`src/rtl/single_port_ram_if.sv`:
```
// Bus bundle for the single-port RAM: one shared address, write enable,
// write data and the registered read data coming back.
interface single_port_ram_if #(
  parameter int data_width = 8,
  parameter int addr_width = 4
);

  logic                  we;
  logic [addr_width-1:0] addr;
  logic [data_width-1:0] data_in;
  logic [data_width-1:0] data_out;

  // Requester side: issues operations, observes read data.
  modport master (
    output we,
    output addr,
    output data_in,
    input  data_out
  );

  // Memory side: accepts operations, returns read data.
  modport slave (
    input  we,
    input  addr,
    input  data_in,
    output data_out
  );

endinterface

```
`src/rtl/single_port_ram.sv`:
```
// Synchronous single-port RAM with a registered, write-first read port.
// The asynchronous reset clears the whole array and the output register,
// so locations never written since reset always read back as zero.
module single_port_ram #(
  parameter int data_width = 8,
  parameter int addr_width = 4
) (
  input  logic               clk,
  input  logic               rst,
  single_port_ram_if.slave   bus
);

  localparam int depth = 1 << addr_width;

  logic [data_width-1:0] mem_r [depth];
  logic [data_width-1:0] data_out_r;
  logic [data_width-1:0] next_out_s;

  // Select the value the output register loads: write data wins on a write.
  always_comb begin
    next_out_s = {data_width{1'b0}};
    if (bus.we) begin
      next_out_s = bus.data_in;
    end else begin
      next_out_s = mem_r[bus.addr];
    end
  end

  // Storage array: cleared by reset, written on enabled edges only.
  always_ff @(posedge clk or posedge rst) begin
    if (rst) begin
      for (int i = 0; i < depth; i++) begin
        mem_r[i[addr_width-1:0]] <= {data_width{1'b0}};
      end
    end else begin
      if (bus.we) begin
        mem_r[bus.addr] <= bus.data_in;
      end
    end
  end

  // Output register: reloaded on every non-reset edge, no hold.
  always_ff @(posedge clk or posedge rst) begin
    if (rst) begin
      data_out_r <= {data_width{1'b0}};
    end else begin
      data_out_r <= next_out_s;
    end
  end

  assign bus.data_out = data_out_r;

endmodule

```
`src/flat_wrapper.sv`:
```
// flat-port wrapper written by rule: the top's interface ports become plain ports
module single_port_ram_flat 
#(
  parameter int data_width = 8,
  parameter int addr_width = 4
)
  (clk, rst, bus_we, bus_addr, bus_data_in, bus_data_out);
  single_port_ram_if #(.data_width(data_width), .addr_width(addr_width)) bus_i ();
  input  logic clk;
  input  logic rst;
  input wire logic [$bits(bus_i.we)-1:0] bus_we;
  input wire logic [$bits(bus_i.addr)-1:0] bus_addr;
  input wire logic [$bits(bus_i.data_in)-1:0] bus_data_in;
  output wire logic [$bits(bus_i.data_out)-1:0] bus_data_out;
  assign bus_i.we = bus_we;
  assign bus_i.addr = bus_addr;
  assign bus_i.data_in = bus_data_in;
  assign bus_data_out = bus_i.data_out;
  single_port_ram #(.data_width(data_width), .addr_width(addr_width)) u_core (.clk(clk), .rst(rst), .bus(bus_i));
endmodule
```
`config.mk`:
```
export PLATFORM = sky130hd
export DESIGN_NAME = single_port_ram_flat
export DESIGN_NICKNAME = d
export VERILOG_FILES = /design/src/rtl/single_port_ram_if.sv /design/src/rtl/single_port_ram.sv /design/src/flat_wrapper.sv
export SDC_FILE = /design/constraint.sdc
export NUM_CORES = 1
export LEC_CHECK = 0
export BUFFER_PORTS_ARGS = -buffer_cell sky130_fd_sc_hd__buf_2
export CAP_MARGIN = 20
export CORE_MARGIN = 5
export CORE_UTILIZATION = 50
export DETAILED_ROUTE_END_ITERATION = 6
export HOLD_SLACK_MARGIN = 0.02
export PLACE_DENSITY = 0.73
export SLEW_MARGIN = 30
export SYNTH_ARGS = -nofsm -noshare
export SYNTH_HDL_FRONTEND = slang
export SYNTH_SLANG_ARGS = --single-unit
```
`constraint.sdc`:
```
create_clock -name clk -period 8.3 [get_ports clk]
set_input_delay 1.245 -clock clk [delete_from_list [all_inputs] [get_ports clk]]
set_output_delay 1.245 -clock clk [all_outputs]
set_load 0.01 [all_outputs]
```
==> report_table.html, run 1 <==
<table>
<tr><th>Metric</th><th>Value</th></tr>
<tr><th colspan="2">Clock tree</th></tr>
<tr><td>Number of CTS-inserted buffers</td><td>17</td></tr>
<tr><td>Number of resized instances in the post-cts repair step</td><td>0</td></tr>
<tr><td>Clk slew on worst S/H paths</td><td>0.05 ns</td></tr>
<tr><td>CTS Root Cell</td><td>clkbuf_16</td></tr>
<tr><td>Clock Latency Late Sink</td><td>0.42 ns</td></tr>
<tr><td>Hold-fix buffer count after cts</td><td>0</td></tr>
<tr><td>TritonCTS clock tree</td><td>done</td></tr>
<tr><td>Number of buffers on the longest clock path</td><td>2</td></tr>
<tr><td>Number of setup buffers added after CTS</td><td>0</td></tr>
<tr><td>TritonCTS sink count</td><td>136</td></tr>
<tr><td># H-tree levels</td><td>4</td></tr>
<tr><th colspan="2">Pwr</th></tr>
<tr><td>Combinational share of power</td><td>0.159</td></tr>
<tr><td>VDD IR max</td><td>0.1207 mV</td></tr>
<tr><td>Switching Share</td><td>0.2422</td></tr>
<tr><td>Psw</td><td>0.0004406 W</td></tr>
<tr><td>Internal power of the cells</td><td>0.001378 W</td></tr>
<tr><td>Pwr/cell area</td><td>263.2 nW/um2</td></tr>
<tr><td>Share of power burned in the clock network</td><td>0.354</td></tr>
<tr><td>Sequential fraction of design power</td><td>0.487</td></tr>
<tr><td>Leakage power total</td><td>3.033 nW</td></tr>
<tr><th colspan="2">Logic synthesis</th></tr>
<tr><td>Seq/Total Area, Yosys</td><td>0.5452</td></tr>
<tr><td>Netlist cell types</td><td>37</td></tr>
<tr><td>Instance count of the mapped netlist</td><td>441</td></tr>
<tr><td>Syn nets</td><td>456</td></tr>
<tr><td>Library cell with the largest summed area after synthesis</td><td>dfrtp_1</td></tr>
<tr><td>Portion of synthesized cell area occupied by the leading cell type</td><td>0.5452</td></tr>
<tr><td>Per-instance average area after synthesis</td><td>14.15 um2</td></tr>
<tr><td>Post-synthesis register bit count</td><td>136</td></tr>
<tr><td>Synth Cell Area</td><td>6242 um2</td></tr>
<tr><td>Cells taking the most area after synthesis</td><td>dfrtp_1, mux2_2, mux2i_1</td></tr>
<tr><td>Warning count from the yosys run</td><td>0</td></tr>
<tr><th colspan="2">STA</th></tr>
<tr><td>Skew final</td><td>0.007559 ns</td></tr>
<tr><td>Final Hold Violating Endpoints</td><td>0</td></tr>
<tr><td>Transition time of the tightest slew-check pin</td><td>0.9005 ns</td></tr>
<tr><td>Max-Slew Margin vs Limit</td><td>0.3997</td></tr>
<tr><td>Worst hold slack across all endpoints</td><td>0.4780 ns</td></tr>
<tr><td>Share of the cycle needed by the critical path after routing</td><td>0.3617</td></tr>
<tr><td>Fmax</td><td>333.1 MHz</td></tr>
<tr><td>RSZ-0062 raised after global routing</td><td>false</td></tr>
<tr><td>Min Clock Period, post-route</td><td>3.002 ns</td></tr>
<tr><td>Slew Limit Fails</td><td>0</td></tr>
<tr><td>Total of endpoints with negative setup slack in the final report</td><td>0</td></tr>
<tr><td>Setup TNS after final layout</td><td>0 ns</td></tr>
<tr><td>Smallest setup slack after layout</td><td>5.298 ns</td></tr>
<tr><th colspan="2">Setup path</th></tr>
<tr><td>Number of buffers and inverters on the critical path</td><td>2</td></tr>
<tr><td>Worst path top cell family by delay</td><td>buffers and inverters</td></tr>
<tr><td>Critical-path cell with the highest stage delay</td><td>mux4_1</td></tr>
<tr><td>Reg-to-reg critical path startpoint</td><td>u_core.mem_r[87]$_DFFE_PP0P_</td></tr>
<tr><td>Required arrival time at the worst endpoint</td><td>8.58 ns</td></tr>
<tr><td>Reg2reg setup slack</td><td>6.62 ns</td></tr>
<tr><td>Largest fanout on the critical path</td><td>51</td></tr>
<tr><td>Launching element type of the critical path</td><td>input pin</td></tr>
<tr><td>Endpoint kind of the worst setup timing path</td><td>flop</td></tr>
<tr><td>Worst-path cell chain</td><td>buf_2 &gt; buf_4 &gt; mux4_1 &gt; a22o_1 &gt; nor4_1 &gt; a21oi_1</td></tr>
<tr><td>Class of the most critical setup path</td><td>in2reg</td></tr>
<tr><td>Arrival @ worst endpoint</td><td>3.28 ns</td></tr>
<tr><td>Cells on worst reg2reg path</td><td>4</td></tr>
<tr><td>CP peak stage delay</td><td>0.66 ns</td></tr>
<tr><td>Critical R2R Capture</td><td>u_core.bus.data_out[7]$_DFF_PP0_</td></tr>
<tr><th colspan="2">Floorplanning</th></tr>
<tr><td>Floorplan Core Area</td><td>12,110 um2</td></tr>
<tr><td>Horizontal die dimension</td><td>121.7 um</td></tr>
<tr><td>Overall die area</td><td>14,820 um2</td></tr>
<tr><td>Starting utilization of the core area</td><td>0.5154</td></tr>
<tr><td>Height of the die</td><td>121.7 um</td></tr>
<tr><td>Rows</td><td>40</td></tr>
<tr><td>I/O pin cnt</td><td>23</td></tr>
<tr><th colspan="2">Global routing</th></tr>
<tr><td>Maximum number of pins on one net before global-route repair</td><td>93</td></tr>
<tr><td>Vias in the first global route</td><td>3,797</td></tr>
<tr><td>Initial antenna violation count</td><td>1</td></tr>
<tr><td>Global-route wire length before repair</td><td>21,090 um</td></tr>
<tr><td>Grt ovf</td><td>0</td></tr>
<tr><td>Total track usage</td><td>0.1872</td></tr>
<tr><th colspan="2">Placed design</th></tr>
<tr><td>Buffers added on ports</td><td>22</td></tr>
<tr><td>Routability cong.</td><td>0.7338</td></tr>
<tr><td>Worst slack, placed</td><td>4.894 ns</td></tr>
<tr><td>Half-perimeter wire length of the detailed placement result</td><td>8112 um</td></tr>
<tr><th colspan="2">Hold path</th></tr>
<tr><td>Min-delay worst type</td><td>reg2reg</td></tr>
<tr><td>Hold Crit Endpoint</td><td>u_core.mem_r[110]$_DFFE_PP0P_</td></tr>
<tr><td>Launch instance of the worst min-delay path</td><td>u_core.mem_r[110]$_DFFE_PP0P_</td></tr>
<tr><td>Worst hold path depth</td><td>2</td></tr>
<tr><th colspan="2">Cells and area</th></tr>
<tr><td>NumNets Final</td><td>470</td></tr>
<tr><td>Area growth, synth to finish</td><td>10.72%</td></tr>
<tr><td>Count of fill cells added during filler insertion</td><td>1,008</td></tr>
<tr><td>Commonest non-fill, non-tap cells in the layout</td><td>dfrtp_1, mux2_2, mux2i_1</td></tr>
<tr><td>Fraction of layout instances using a drive strength above 1</td><td>0.4030</td></tr>
<tr><td>Most frequent standard cell in the layout excluding fill and tap cells</td><td>dfrtp_1</td></tr>
<tr><td>Count of antenna diodes in the layout</td><td>0</td></tr>
<tr><th colspan="2">Route</th></tr>
<tr><td>Drt first pass iters</td><td>4</td></tr>
<tr><td>Routed wire per std cell</td><td>20.15 um</td></tr>
<tr><td>Average vias per placed instance</td><td>5.791</td></tr>
<tr><td>Detailed-route wire length</td><td>12,740 um</td></tr>
<tr><td>Antenna violation net count after detailed routing</td><td>0</td></tr>
<tr><td>Drt first-iter violations</td><td>219</td></tr>
<tr><td>Number of DRC violations after detailed routing</td><td>0</td></tr>
<tr><td>Vias post-DR</td><td>3,660</td></tr>
<tr><th colspan="2">Flow run</th></tr>
<tr><td>Max-capacitance violation count</td><td>0</td></tr>
<tr><th colspan="2">Run status</th></tr>
<tr><td>Status</td><td>completed</td></tr>
</table>
-- cells in the mapped netlist, drive strengths merged --
cell type    n
a21oi        5
a221oi       3
a22o         5
a2bb2oi      3
and2         1
buf         14
clkbuf      15
dfrtp      136
inv          8
mux2       116
mux2i       29
mux4        16
nand2       22
nand2b       6
nand3        5
nand3b       1
nor2         8
nor2b        3
nor3         4
nor4         6
o2111a       3
o21ai       18
o22ai       10
or3          1
or3b         2
or4          1
-- state kept, by name, summed over array words and instances (netlist names) --
name                 count
u_core.bus.data_out      8
u_core.mem_r           128
-- layer usage --
| layer | wire length, um | share of wire | GRT usage |
|---|---|---|---|
| met1 | 5667 | 0.44 | 0.2531 |
| met2 | 6279 | 0.49 | 0.2936 |
| met3 | 513 | 0.040 | 0.04225 |
| met4 | 267 | 0.021 | 0.07773 |
| met5 | 7 | 0.00055 | 0 |
-- how the worst max path moves through the flow --
stage,cells after the start,end,slack [ns],from
floorplan,1,u_core.bus.data_out[0]$_DFF_PP0_,3.42,rst
global placement,6,u_core.bus.data_out[4]$_DFF_PP0_,4.92,bus_addr[0]
detailed placement,4,u_core.mem_r[10]$_DFFE_PP0P_,4.89,bus_addr[3]
CTS,6,u_core.bus.data_out[7]$_DFF_PP0_,5.31,bus_addr[0]
global route,6,u_core.bus.data_out[7]$_DFF_PP0_,5.16,bus_addr[0]
finish,6,u_core.bus.data_out[7]$_DFF_PP0_,5.30,bus_addr[0]
-- layout make-up --
type | count | area [um2] | area share
Clock buffer | 24 | 481.7 | 0.06970
Sequential cell | 136 | 3403 | 0.4924
Tap cell | 168 | 210.2 | 0.03041
Multi-Input combinational cell | 268 | 2633 | 0.3809
Inverter | 8 | 32.53 | 0.004707
Clock inverter | 4 | 22.52 | 0.003259
Timing Repair Buffer | 24 | 128.9 | 0.01865
-- power groups by stage --
stage	sequential, W	clock [W]	combinational [W]
3_3_place_gp	0.000887	0	0.000278
6_report	0.000885	0.000644	0.000290
5_1_grt	0.000901	0.000689	0.000321
3_5_place_dp	0.000894	0	0.000292
2_1_floorplan	0.000872	0	0.000238
4_1_cts	0.000884	0.000657	0.000294
-- cells by family (layout without fill, tap and decap cells) --
logic type,Yosys count,count (layout),share of synthesized area
buffers and inverters,37,60,0.03307
multiplexers,161,161,0.3177
AND/OR/NAND/NOR,60,60,0.05472
AO/OA/AOI/OAI,47,47,0.04931
flip-flops,136,136,0.5452
-- tightest hold or removal path, stage by stage, from the launching register on --
cell and delay [ns]:
dfrtp_1 0.34, nand2_1 0.04, o21ai_0 0.06
-- stage by stage --
| stage | power [W] | std cells | instance area (um2) | util |
|---|---|---|---|---|
| floorplan | 0.001111 | 441 | 6242 | - |
| global placement | 0.001165 | 604 | 6404 | 0.5287 |
| detailed placement | 0.001186 | 604 | 6407 | 0.5290 |
| CTS | 0.001835 | 632 | 6912 | 0.5707 |
| global route | 0.001911 | 632 | 6912 | 0.5707 |
| finish | 0.001819 | 632 | 6912 | 0.5707 |
No activity file was read; power rests on OpenSTA's default activity.
==> inputs of run 2 (changes only) <==
Settings changed: ABC_AREA set to 1, PLACE_DENSITY 0.73 to 0.75.
Clock period 8.3 ns to 2.5 ns, I/O delays scaled along.
==> report_table.html, run 2 <==
<table>
<tr><th>Metric</th><th>Value</th></tr>
<tr><th colspan="2">Cells and area</th></tr>
<tr><td>Count of antenna diodes in the layout</td><td>0 (unchanged)</td></tr>
<tr><td>Commonest non-fill, non-tap cells in the layout</td><td>nand2_1, dfrtp_1, nor2_1 (was dfrtp_1, mux2_2, mux2i_1)</td></tr>
<tr><td>Largest register by flop count</td><td>u_core.mem_r (unchanged)</td></tr>
<tr><td>NumNets Final</td><td>833 (was 470)</td></tr>
<tr><td>Area growth, synth to finish</td><td>10.72% (about the same)</td></tr>
<tr><td>Area of combinational cells with multiple inputs</td><td>2586 um2 (was 2633 um2)</td></tr>
<tr><td>Flip-flop and latch area</td><td>3403 um2 (unchanged)</td></tr>
<tr><td>Utilization after layout</td><td>0.5604 (was 0.5707)</td></tr>
<tr><td>Count of fill cells added during filler insertion</td><td>1,218 (was 1,008)</td></tr>
<tr><td>Number of flip-flops in the largest register</td><td>128 (unchanged)</td></tr>
<tr><td>Fraction of layout instances using a drive strength above 1</td><td>0.09179 (was 0.4030)</td></tr>
<tr><td>Most frequent standard cell in the layout excluding fill and tap cells</td><td>nand2_1 (was dfrtp_1)</td></tr>
<tr><th colspan="2">Clock tree</th></tr>
<tr><td>Clk slew on worst S/H paths</td><td>0.05 ns (about the same)</td></tr>
<tr><td>Number of buffers on the longest clock path</td><td>2 (unchanged)</td></tr>
<tr><td>Number of resized instances in the post-cts repair step</td><td>0 (unchanged)</td></tr>
<tr><td>Number of setup buffers added after CTS</td><td>0 (unchanged)</td></tr>
<tr><td>Clock Latency Late Sink</td><td>0.42 ns (about the same)</td></tr>
<tr><td>CTS Root Cell</td><td>clkbuf_16 (unchanged)</td></tr>
<tr><td>TritonCTS sink count</td><td>136 (unchanged)</td></tr>
<tr><td>Hold-fix buffer count after cts</td><td>0 (unchanged)</td></tr>
<tr><td>TritonCTS clock tree</td><td>done (unchanged)</td></tr>
<tr><td># H-tree levels</td><td>4 (unchanged)</td></tr>
<tr><td>Number of CTS-inserted buffers</td><td>17 (unchanged)</td></tr>
<tr><th colspan="2">Setup path</th></tr>
<tr><td>Timing endpoint of the critical path</td><td>u_core.mem_r[91]$_DFFE_PP0P_ (was u_core.bus.data_out[7]$_DFF_PP0_)</td></tr>
<tr><td>Cells on worst reg2reg path</td><td>8 (was 4)</td></tr>
<tr><td>Required arrival time at the worst endpoint</td><td>2.82 ns (was 8.58 ns)</td></tr>
<tr><td>Critical R2R Capture</td><td>u_core.bus.data_out[7]$_DFF_PP0_ (unchanged)</td></tr>
<tr><td>Largest fanout on the critical path</td><td>26 (was 51)</td></tr>
<tr><td>Reg-to-reg critical path startpoint</td><td>u_core.mem_r[63]$_DFFE_PP0P_ (was u_core.mem_r[87]$_DFFE_PP0P_)</td></tr>
<tr><td>Reg2reg setup slack</td><td>1.37 ns (was 6.62 ns)</td></tr>
<tr><td>Endpoint kind of the worst setup timing path</td><td>flop (unchanged)</td></tr>
<tr><td>Class of the most critical setup path</td><td>in2reg (unchanged)</td></tr>
<tr><td>Launching element type of the critical path</td><td>input pin (unchanged)</td></tr>
<tr><td>Critical Path Source</td><td>bus_addr[0] (unchanged)</td></tr>
<tr><td>Arrival @ worst endpoint</td><td>1.88 ns (was 3.28 ns)</td></tr>
<tr><th colspan="2">Logic synthesis</th></tr>
<tr><td>Cells taking the most area after synthesis</td><td>dfrtp_1, nand2_1, o21ai_0 (was dfrtp_1, mux2_2, mux2i_1)</td></tr>
<tr><td>Post-synthesis register bit count</td><td>136 (unchanged)</td></tr>
<tr><td>Number of synthesized flops with an enable pin</td><td>0 (unchanged)</td></tr>
<tr><td>Instance count of the mapped netlist</td><td>815 (was 441)</td></tr>
<tr><td>Library cell with the largest summed area after synthesis</td><td>dfrtp_1 (unchanged)</td></tr>
<tr><td>Per-instance average area after synthesis</td><td>7.773 um2 (was 14.15 um2)</td></tr>
<tr><td>Dominant register cell in the synthesized netlist</td><td>dfrtp_1 (unchanged)</td></tr>
<tr><td>Synth Cell Area</td><td>6335 um2 (was 6242 um2)</td></tr>
<tr><td>Portion of synthesized cell area occupied by the leading cell type</td><td>0.5372 (was 0.5452)</td></tr>
<tr><td>Warning count from the yosys run</td><td>0 (unchanged)</td></tr>
<tr><td>Syn nets</td><td>830 (was 456)</td></tr>
<tr><td>Netlist cell types</td><td>20 (was 37)</td></tr>
<tr><td>Most instantiated cells after synthesis</td><td>nand2_1, dfrtp_1, nor2_1, o21ai_0, a21oi_1 (was dfrtp_1, mux2_2, mux2i_1, nand2_1, o21ai_0)</td></tr>
<tr><td>Most common cell in the netlist</td><td>nand2_1 (was dfrtp_1)</td></tr>
<tr><td>Async set-or-reset flop fraction in the synthesized netlist</td><td>1.000 (unchanged)</td></tr>
<tr><td>Seq/Total Area, Yosys</td><td>0.5372 (was 0.5452)</td></tr>
<tr><th colspan="2">Floorplanning</th></tr>
<tr><td>Height of the die</td><td>122.6 um (was 121.7 um)</td></tr>
<tr><td>Rows</td><td>41 (was 40)</td></tr>
<tr><td>Starting utilization of the core area</td><td>0.5061 (was 0.5154)</td></tr>
<tr><td>Overall die area</td><td>15,020 um2 (was 14,820 um2)</td></tr>
<tr><td>Floorplan Core Area</td><td>12,520 um2 (was 12,110 um2)</td></tr>
<tr><td>Horizontal die dimension</td><td>122.6 um (was 121.7 um)</td></tr>
<tr><td>I/O pin cnt</td><td>23 (unchanged)</td></tr>
<tr><th colspan="2">STA</th></tr>
<tr><td>Max-Slew Margin vs Limit</td><td>0.4872 (was 0.3997)</td></tr>
<tr><td>Min Clock Period, post-route</td><td>1.561 ns</td></tr>
<tr><td>Share of the cycle needed by the critical path after routing</td><td>0.6243</td></tr>
<tr><td>Total of endpoints with negative setup slack in the final report</td><td>0 (unchanged)</td></tr>
<tr><td>Slew Limit Fails</td><td>0 (unchanged)</td></tr>
<tr><td>RSZ-0062 raised after global routing</td><td>false (unchanged)</td></tr>
<tr><td>Fmax</td><td>640.7 MHz</td></tr>
<tr><td>Skew final</td><td>0.003451 ns (was 0.007559 ns)</td></tr>
<tr><td>Smallest setup slack after layout</td><td>0.9391 ns (was 5.298 ns)</td></tr>
<tr><td>Final Hold Violating Endpoints</td><td>0 (unchanged)</td></tr>
<tr><td>Setup TNS after final layout</td><td>0 ns (unchanged)</td></tr>
<tr><td>Transition time of the tightest slew-check pin</td><td>0.7684 ns (was 0.9005 ns)</td></tr>
<tr><td>Worst hold slack across all endpoints</td><td>0.1451 ns (was 0.4780 ns)</td></tr>
<tr><th colspan="2">Global routing</th></tr>
<tr><td>Global-route wire length before repair</td><td>25,850 um (was 21,090 um)</td></tr>
<tr><td>Vias in the first global route</td><td>4,983 (was 3,797)</td></tr>
<tr><td>Grt ovf</td><td>0 (unchanged)</td></tr>
<tr><td>Maximum number of pins on one net before global-route repair</td><td>137 (was 93)</td></tr>
<tr><td>Total track usage</td><td>0.2261 (was 0.1872)</td></tr>
<tr><td>Initial antenna violation count</td><td>0 (was 1)</td></tr>
<tr><th colspan="2">Pwr</th></tr>
<tr><td>Pwr/cell area</td><td>874.1 nW/um2 (was 263.2 nW/um2)</td></tr>
<tr><td>Leakage power total</td><td>3.486 nW (was 3.033 nW)</td></tr>
<tr><td>Total Power</td><td>0.006131 W (was 0.001819 W)</td></tr>
<tr><td>VDD IR max</td><td>0.5119 mV (was 0.1207 mV)</td></tr>
<tr><th colspan="2">Route</th></tr>
<tr><td>Detailed-route wire length</td><td>15,690 um (was 12,740 um)</td></tr>
<tr><td>Top layer in use</td><td>met4 (was met5)</td></tr>
<tr><td>Number of DRC violations after detailed routing</td><td>0 (unchanged)</td></tr>
<tr><td>Average vias per placed instance</td><td>5.265 (was 5.791)</td></tr>
<tr><td>Routed length on met3</td><td>869 um (was 513 um)</td></tr>
<tr><td>Routed wire per std cell</td><td>15.69 um (was 20.15 um)</td></tr>
<tr><td>Antenna violation net count after detailed routing</td><td>0 (unchanged)</td></tr>
<tr><td>Vias post-DR</td><td>5,265 (was 3,660)</td></tr>
<tr><td>Drt first-iter violations</td><td>575 (was 219)</td></tr>
<tr><td>Wire length the detailed router placed on met1</td><td>7202 um (was 5667 um)</td></tr>
<tr><td>Met2 layer wire length in the routed design</td><td>7187 um (was 6279 um)</td></tr>
<tr><td>Drt first pass iters</td><td>6 (was 4)</td></tr>
<tr><th colspan="2">Placed design</th></tr>
<tr><td>Buffers added on ports</td><td>22 (unchanged)</td></tr>
<tr><td>Worst slack, placed</td><td>0.5432 ns (was 4.894 ns)</td></tr>
<tr><td>Half-perimeter wire length of the detailed placement result</td><td>9919 um (was 8112 um)</td></tr>
<tr><td>Routability cong.</td><td>0.8850 (was 0.7338)</td></tr>
<tr><th colspan="2">Flow run</th></tr>
<tr><td>Max-capacitance violation count</td><td>0 (unchanged)</td></tr>
<tr><th colspan="2">Hold path</th></tr>
<tr><td>Min-delay worst type</td><td>in2async (was reg2reg)</td></tr>
<tr><th colspan="2">Run status</th></tr>
<tr><td>Status</td><td>completed (unchanged)</td></tr>
</table>
==> run 2: cells by family (layout without fill, tap and decap cells) <==
family          count (synthesis)  in the layout  synth area share
compound gates                128            128            0.1011
buf+inv                        69             82           0.05451
flops                         136            136            0.5372
simple gates                  482            482            0.3071
==> run 2: worst min path at each step <==
stage,slack (ns),end,cells after the start,startpoint
floorplan,0.45,u_core.mem_r[32]$_DFFE_PP0P_,2,u_core.mem_r[32]$_DFFE_PP0P_
global placement,0.47,u_core.mem_r[123]$_DFFE_PP0P_,2,u_core.mem_r[123]$_DFFE_PP0P_
detailed placement,0.47,u_core.mem_r[100]$_DFFE_PP0P_,2,u_core.mem_r[100]$_DFFE_PP0P_
finish,0.15,u_core.mem_r[95]$_DFFE_PP0P_,3,rst
CTS,0.19,u_core.bus.data_out[0]$_DFF_PP0_,3,bus_data_in[0]
global route,0.21,u_core.bus.data_out[0]$_DFF_PP0_,3,bus_data_in[0]
==> run 2: cell type report <==
cell class | instances | area share
multi-input combinational | 610 | 0.3687
sequential | 136 | 0.4852
clock inverter | 4 | 0.002854
tap | 172 | 0.03068
timing repair buffer | 35 | 0.03139
inverter | 18 | 0.01052
clock buffer | 25 | 0.07064
==> run 2: per-layer routing <==
layer  vias up  GRT usage
li1       2592          -
met1      2471     0.3192
met2       171     0.3377
met3        31    0.04424
met4         0     0.1050
met5         -          0
==> run 2: critical path, stage by stage <==
cell     delay [ns]
buf_2          0.16
buf_4          0.24
nor3_2         0.38
nand2_1        0.40
o21ai_0        0.32
==> run 2: power breakdown <==
group / leakage [nW] / internal [W] / total [W] / switching, W
clock: 0.259 / 0.00135 / 0.00219 / 0.000847
sequential: 1.66 / 0.00267 / 0.00292 / 0.000252
combinational: 1.57 / 0.000385 / 0.00102 / 0.000631
==> run 2: through the flow <==
step	area (um2)	cells
after floorplan	6339	815
after global placement	6499	971
after detailed placement	6499	971
after CTS	7014	1000
after global routing	7014	1000
final	7014	1000
==> inputs of run 3 (changes only) <==
Clock period 2.5 ns to 1.4 ns, I/O delays scaled along.
==> report_table.html, run 3 (synthesized netlist as in run 2, its figures left out) <==
<table>
<tr><th>Metric</th><th>Value</th></tr>
<tr><th colspan="2">Run status</th></tr>
<tr><td>Status</td><td>completed (unchanged)</td></tr>
<tr><th colspan="2">Setup path</th></tr>
<tr><td>Cells on worst reg2reg path</td><td>8 (unchanged)</td></tr>
<tr><td>Arrival @ worst endpoint</td><td>0.97 ns (was 1.88 ns)</td></tr>
<tr><td>Critical R2R Capture</td><td>u_core.bus.data_out[1]$_DFF_PP0_ (was u_core.bus.data_out[7]$_DFF_PP0_)</td></tr>
<tr><td>Launching element type of the critical path</td><td>flop (was input pin)</td></tr>
<tr><td>Worst path top cell family by delay</td><td>flip-flops (was simple AND/OR/NAND/NOR gates)</td></tr>
<tr><td>Worst-path cell chain</td><td>buf_2 (was buf_2 &gt; buf_4 &gt; nor3_2 &gt; nand2_1 &gt; o21ai_0)</td></tr>
<tr><td>Class of the most critical setup path</td><td>reg2out (was in2reg)</td></tr>
<tr><td>CP peak stage delay</td><td>0.40 ns (about the same)</td></tr>
<tr><td>Timing endpoint of the critical path</td><td>bus_data_out[7] (was u_core.mem_r[91]$_DFFE_PP0P_)</td></tr>
<tr><td>Largest fanout on the critical path</td><td>1 (was 26)</td></tr>
<tr><td>Critical-path cell with the highest stage delay</td><td>dfrtp_1 (was nand2_1)</td></tr>
<tr><td>Reg2reg setup slack</td><td>0.25 ns (was 1.37 ns)</td></tr>
<tr><td>Critical Path Stages</td><td>1 (was 5)</td></tr>
<tr><td>Reg-to-reg critical path startpoint</td><td>u_core.mem_r[57]$_DFFE_PP0P_ (was u_core.mem_r[63]$_DFFE_PP0P_)</td></tr>
<tr><td>Number of buffers and inverters on the critical path</td><td>1 (was 2)</td></tr>
<tr><td>Required arrival time at the worst endpoint</td><td>1.19 ns (was 2.82 ns)</td></tr>
<tr><td>Critical Path Source</td><td>u_core.bus.data_out[7]$_DFF_PP0_ (was bus_addr[0])</td></tr>
<tr><td>Endpoint kind of the worst setup timing path</td><td>output port (was flop)</td></tr>
<tr><th colspan="2">STA</th></tr>
<tr><td>Skew final</td><td>0.005120 ns (was 0.003451 ns)</td></tr>
<tr><td>Transition time of the tightest slew-check pin</td><td>0.4787 ns (was 0.7684 ns)</td></tr>
<tr><td>Setup TNS after final layout</td><td>0 ns (unchanged)</td></tr>
<tr><td>Slew Limit Fails</td><td>0 (unchanged)</td></tr>
<tr><td>Max-Slew Margin vs Limit</td><td>0.6801 (was 0.4872)</td></tr>
<tr><td>Final Hold Violating Endpoints</td><td>0 (unchanged)</td></tr>
<tr><td>Worst hold slack across all endpoints</td><td>0.04665 ns (was 0.1451 ns)</td></tr>
<tr><td>Fmax</td><td>844.9 MHz</td></tr>
<tr><td>RSZ-0062 raised after global routing</td><td>false (unchanged)</td></tr>
<tr><td>Share of the cycle needed by the critical path after routing</td><td>0.8454</td></tr>
<tr><td>Total of endpoints with negative setup slack in the final report</td><td>0 (unchanged)</td></tr>
<tr><td>Min Clock Period, post-route</td><td>1.184 ns</td></tr>
<tr><th colspan="2">Route</th></tr>
<tr><td>Drt first pass iters</td><td>5 (was 6)</td></tr>
<tr><td>Routed wire per std cell</td><td>15.62 um (was 15.69 um)</td></tr>
<tr><td>Detailed-route wire length</td><td>16,060 um (was 15,690 um)</td></tr>
<tr><td>Antenna violation net count after detailed routing</td><td>0 (unchanged)</td></tr>
<tr><td>Number of DRC violations after detailed routing</td><td>0 (unchanged)</td></tr>
<tr><td>Average vias per placed instance</td><td>5.266 (was 5.265)</td></tr>
<tr><td>Top layer in use</td><td>met4 (unchanged)</td></tr>
<tr><td>Wire length the detailed router placed on met1</td><td>7379 um (was 7202 um)</td></tr>
<tr><td>Vias post-DR</td><td>5,413 (was 5,265)</td></tr>
<tr><td>Routed length on met3</td><td>973 um (was 869 um)</td></tr>
<tr><td>Met2 layer wire length in the routed design</td><td>7266 um (was 7187 um)</td></tr>
<tr><td>Drt first-iter violations</td><td>531 (was 575)</td></tr>
<tr><th colspan="2">Global routing</th></tr>
<tr><td>Total track usage</td><td>0.2323 (was 0.2261)</td></tr>
<tr><td>Vias in the first global route</td><td>5,073 (was 4,983)</td></tr>
<tr><td>Grt ovf</td><td>0 (unchanged)</td></tr>
<tr><td>Maximum number of pins on one net before global-route repair</td><td>73 (was 137)</td></tr>
<tr><td>Global-route wire length before repair</td><td>26,520 um (was 25,850 um)</td></tr>
<tr><td>Initial antenna violation count</td><td>0 (unchanged)</td></tr>
<tr><th colspan="2">Pwr</th></tr>
<tr><td>Pwr/cell area</td><td>1491 nW/um2 (was 874.1 nW/um2)</td></tr>
<tr><td>VDD IR max</td><td>0.8915 mV (was 0.5119 mV)</td></tr>
<tr><td>Switching Share</td><td>0.2855 (was 0.2822)</td></tr>
<tr><td>Psw</td><td>0.003115 W (was 0.001730 W)</td></tr>
<tr><td>Sequential fraction of design power</td><td>0.479 (was 0.477)</td></tr>
<tr><td>Internal power of the cells</td><td>0.007795 W (was 0.004401 W)</td></tr>
<tr><td>Share of power burned in the clock network</td><td>0.349 (was 0.358)</td></tr>
<tr><td>Leakage power total</td><td>3.649 nW (was 3.486 nW)</td></tr>
<tr><td>Combinational share of power</td><td>0.172 (was 0.166)</td></tr>
<tr><th colspan="2">Cells and area</th></tr>
<tr><td>Count of antenna diodes in the layout</td><td>0 (unchanged)</td></tr>
<tr><td>Fraction of layout instances using a drive strength above 1</td><td>0.1227 (was 0.09179)</td></tr>
<tr><td>Most frequent standard cell in the layout excluding fill and tap cells</td><td>nand2_1 (unchanged)</td></tr>
<tr><td>Number of flip-flops in the largest register</td><td>128 (unchanged)</td></tr>
<tr><td>Area growth, synth to finish</td><td>15.50% (was 10.72%)</td></tr>
<tr><td>Commonest non-fill, non-tap cells in the layout</td><td>nand2_1, dfrtp_1, nor2_1 (unchanged)</td></tr>
<tr><td>Largest register by flop count</td><td>u_core.mem_r (unchanged)</td></tr>
<tr><td>NumNets Final</td><td>863 (was 833)</td></tr>
<tr><th colspan="2">Placed design</th></tr>
<tr><td>Half-perimeter wire length of the detailed placement result</td><td>10,280 um (was 9919 um)</td></tr>
<tr><td>Buffers added on ports</td><td>22 (unchanged)</td></tr>
<tr><td>Routability cong.</td><td>0.9167 (was 0.8850)</td></tr>
<tr><th colspan="2">Clock tree</th></tr>
<tr><td>TritonCTS sink count</td><td>136 (unchanged)</td></tr>
<tr><td>CTS Root Cell</td><td>clkbuf_16 (unchanged)</td></tr>
<tr><td>Clock Latency Late Sink</td><td>0.42 ns (about the same)</td></tr>
<tr><td>Number of buffers on the longest clock path</td><td>2 (unchanged)</td></tr>
<tr><td># H-tree levels</td><td>4 (unchanged)</td></tr>
<tr><td>Number of CTS-inserted buffers</td><td>17 (unchanged)</td></tr>
<tr><td>Clk slew on worst S/H paths</td><td>0.05 ns (about the same)</td></tr>
<tr><td>TritonCTS clock tree</td><td>done (unchanged)</td></tr>
<tr><td>Number of resized instances in the post-cts repair step</td><td>0 (unchanged)</td></tr>
<tr><th colspan="2">Flow run</th></tr>
<tr><td>Max-capacitance violation count</td><td>0 (unchanged)</td></tr>
<tr><th colspan="2">Hold path</th></tr>
<tr><td>Min-delay worst type</td><td>in2reg (was in2async)</td></tr>
<tr><th colspan="2">Floorplanning</th></tr>
<tr><td>I/O pin cnt</td><td>23 (unchanged)</td></tr>
<tr><td>Overall die area</td><td>15,020 um2 (unchanged)</td></tr>
<tr><td>Rows</td><td>41 (unchanged)</td></tr>
<tr><td>Horizontal die dimension</td><td>122.6 um (unchanged)</td></tr>
<tr><td>Height of the die</td><td>122.6 um (unchanged)</td></tr>
<tr><td>Starting utilization of the core area</td><td>0.5061 (unchanged)</td></tr>
<tr><td>Floorplan Core Area</td><td>12,520 um2 (unchanged)</td></tr>
</table>
run 3: how the worst min path moves through the flow:
| stage | endpoint | cells after the start | slack, ns | from |
|---|---|---|---|---|
| finish | u_core.bus.data_out[3]$_DFF_PP0_ | 3 | 0.05 | bus_data_in[3] |
| global route | u_core.bus.data_out[3]$_DFF_PP0_ | 3 | 0.05 | bus_data_in[3] |
| CTS | u_core.bus.data_out[2]$_DFF_PP0_ | 3 | 0.03 | bus_data_in[2] |
| detailed placement | u_core.mem_r[89]$_DFFE_PP0P_ | 3 | 0.37 | rst |
| global placement | u_core.mem_r[89]$_DFFE_PP0P_ | 3 | 0.37 | rst |
| floorplan | u_core.bus.data_out[0]$_DFF_PP0_ | 2 | 0.35 | bus_data_in[0] |
run 3: power by group through the flow:
stage | clock network, W | logic, W | registers [W]
2_1_floorplan | 0 | 0.00138 | 0.00516
3_3_place_gp | 0 | 0.00180 | 0.00525
3_5_place_dp | 0 | 0.00187 | 0.00526
4_1_cts | 0.00386 | 0.00189 | 0.00522
5_1_grt | 0.00407 | 0.00217 | 0.00532
6_report | 0.00381 | 0.00187 | 0.00523
run 3: area by class of cell:
| type | instances | area [um2] |
|---|---|---|
| tap | 172 | 215.2 |
| timing repair buffer | 65 | 548.0 |
| clock buffer | 21 | 460.4 |
| inverter | 18 | 73.82 |
| fill | 1154 | 5200 |
| sequential | 136 | 3403 |
| multi-input combinational | 610 | 2586 |
| clock inverter | 6 | 30.03 |
run 3: per-layer routing:
metal  track usage  vias to the layer above
li1              -                     2652
met1        0.3246                     2552
met2        0.3521                      178
met3       0.04470                       31
met4        0.1057                        0
met5             0                        -
run 3: worst reg2reg max path, delay by kind of cell (launching register included):
kind | cells | cell delay (ns)
AND/OR/NAND/NOR | 8 | 0.65
flip-flops | 1 | 0.38
run 3: per-stage QoR:
| step | cells | power, W | utilization | setup slack (ns) | cell area, um2 |
|---|---|---|---|---|---|
| final | 1028 | 0.01091 | 0.5846 | 0.2165 | 7317 |
| after global placement | 1000 | 0.007051 | 0.5446 | -0.02901 | 6817 |
| after floorplan | 815 | 0.006537 | - | -0.5031 | 6339 |
| after detailed placement | 1000 | 0.007133 | 0.5446 | -0.02463 | 6817 |
| after CTS | 1028 | 0.01097 | 0.5846 | 0.2163 | 7317 |
| after global routing | 1028 | 0.01155 | 0.5846 | 0.1793 | 7317 |
run 3: repair_timing:
| item | in CTS | in global routing |
|---|---|---|
| hold buffers | 1 | 0 |
| hold endpoints to repair | 136 | 0 |
| setup endpoints to repair | 0 | 0 |
| setup buffers | 0 | 0 |
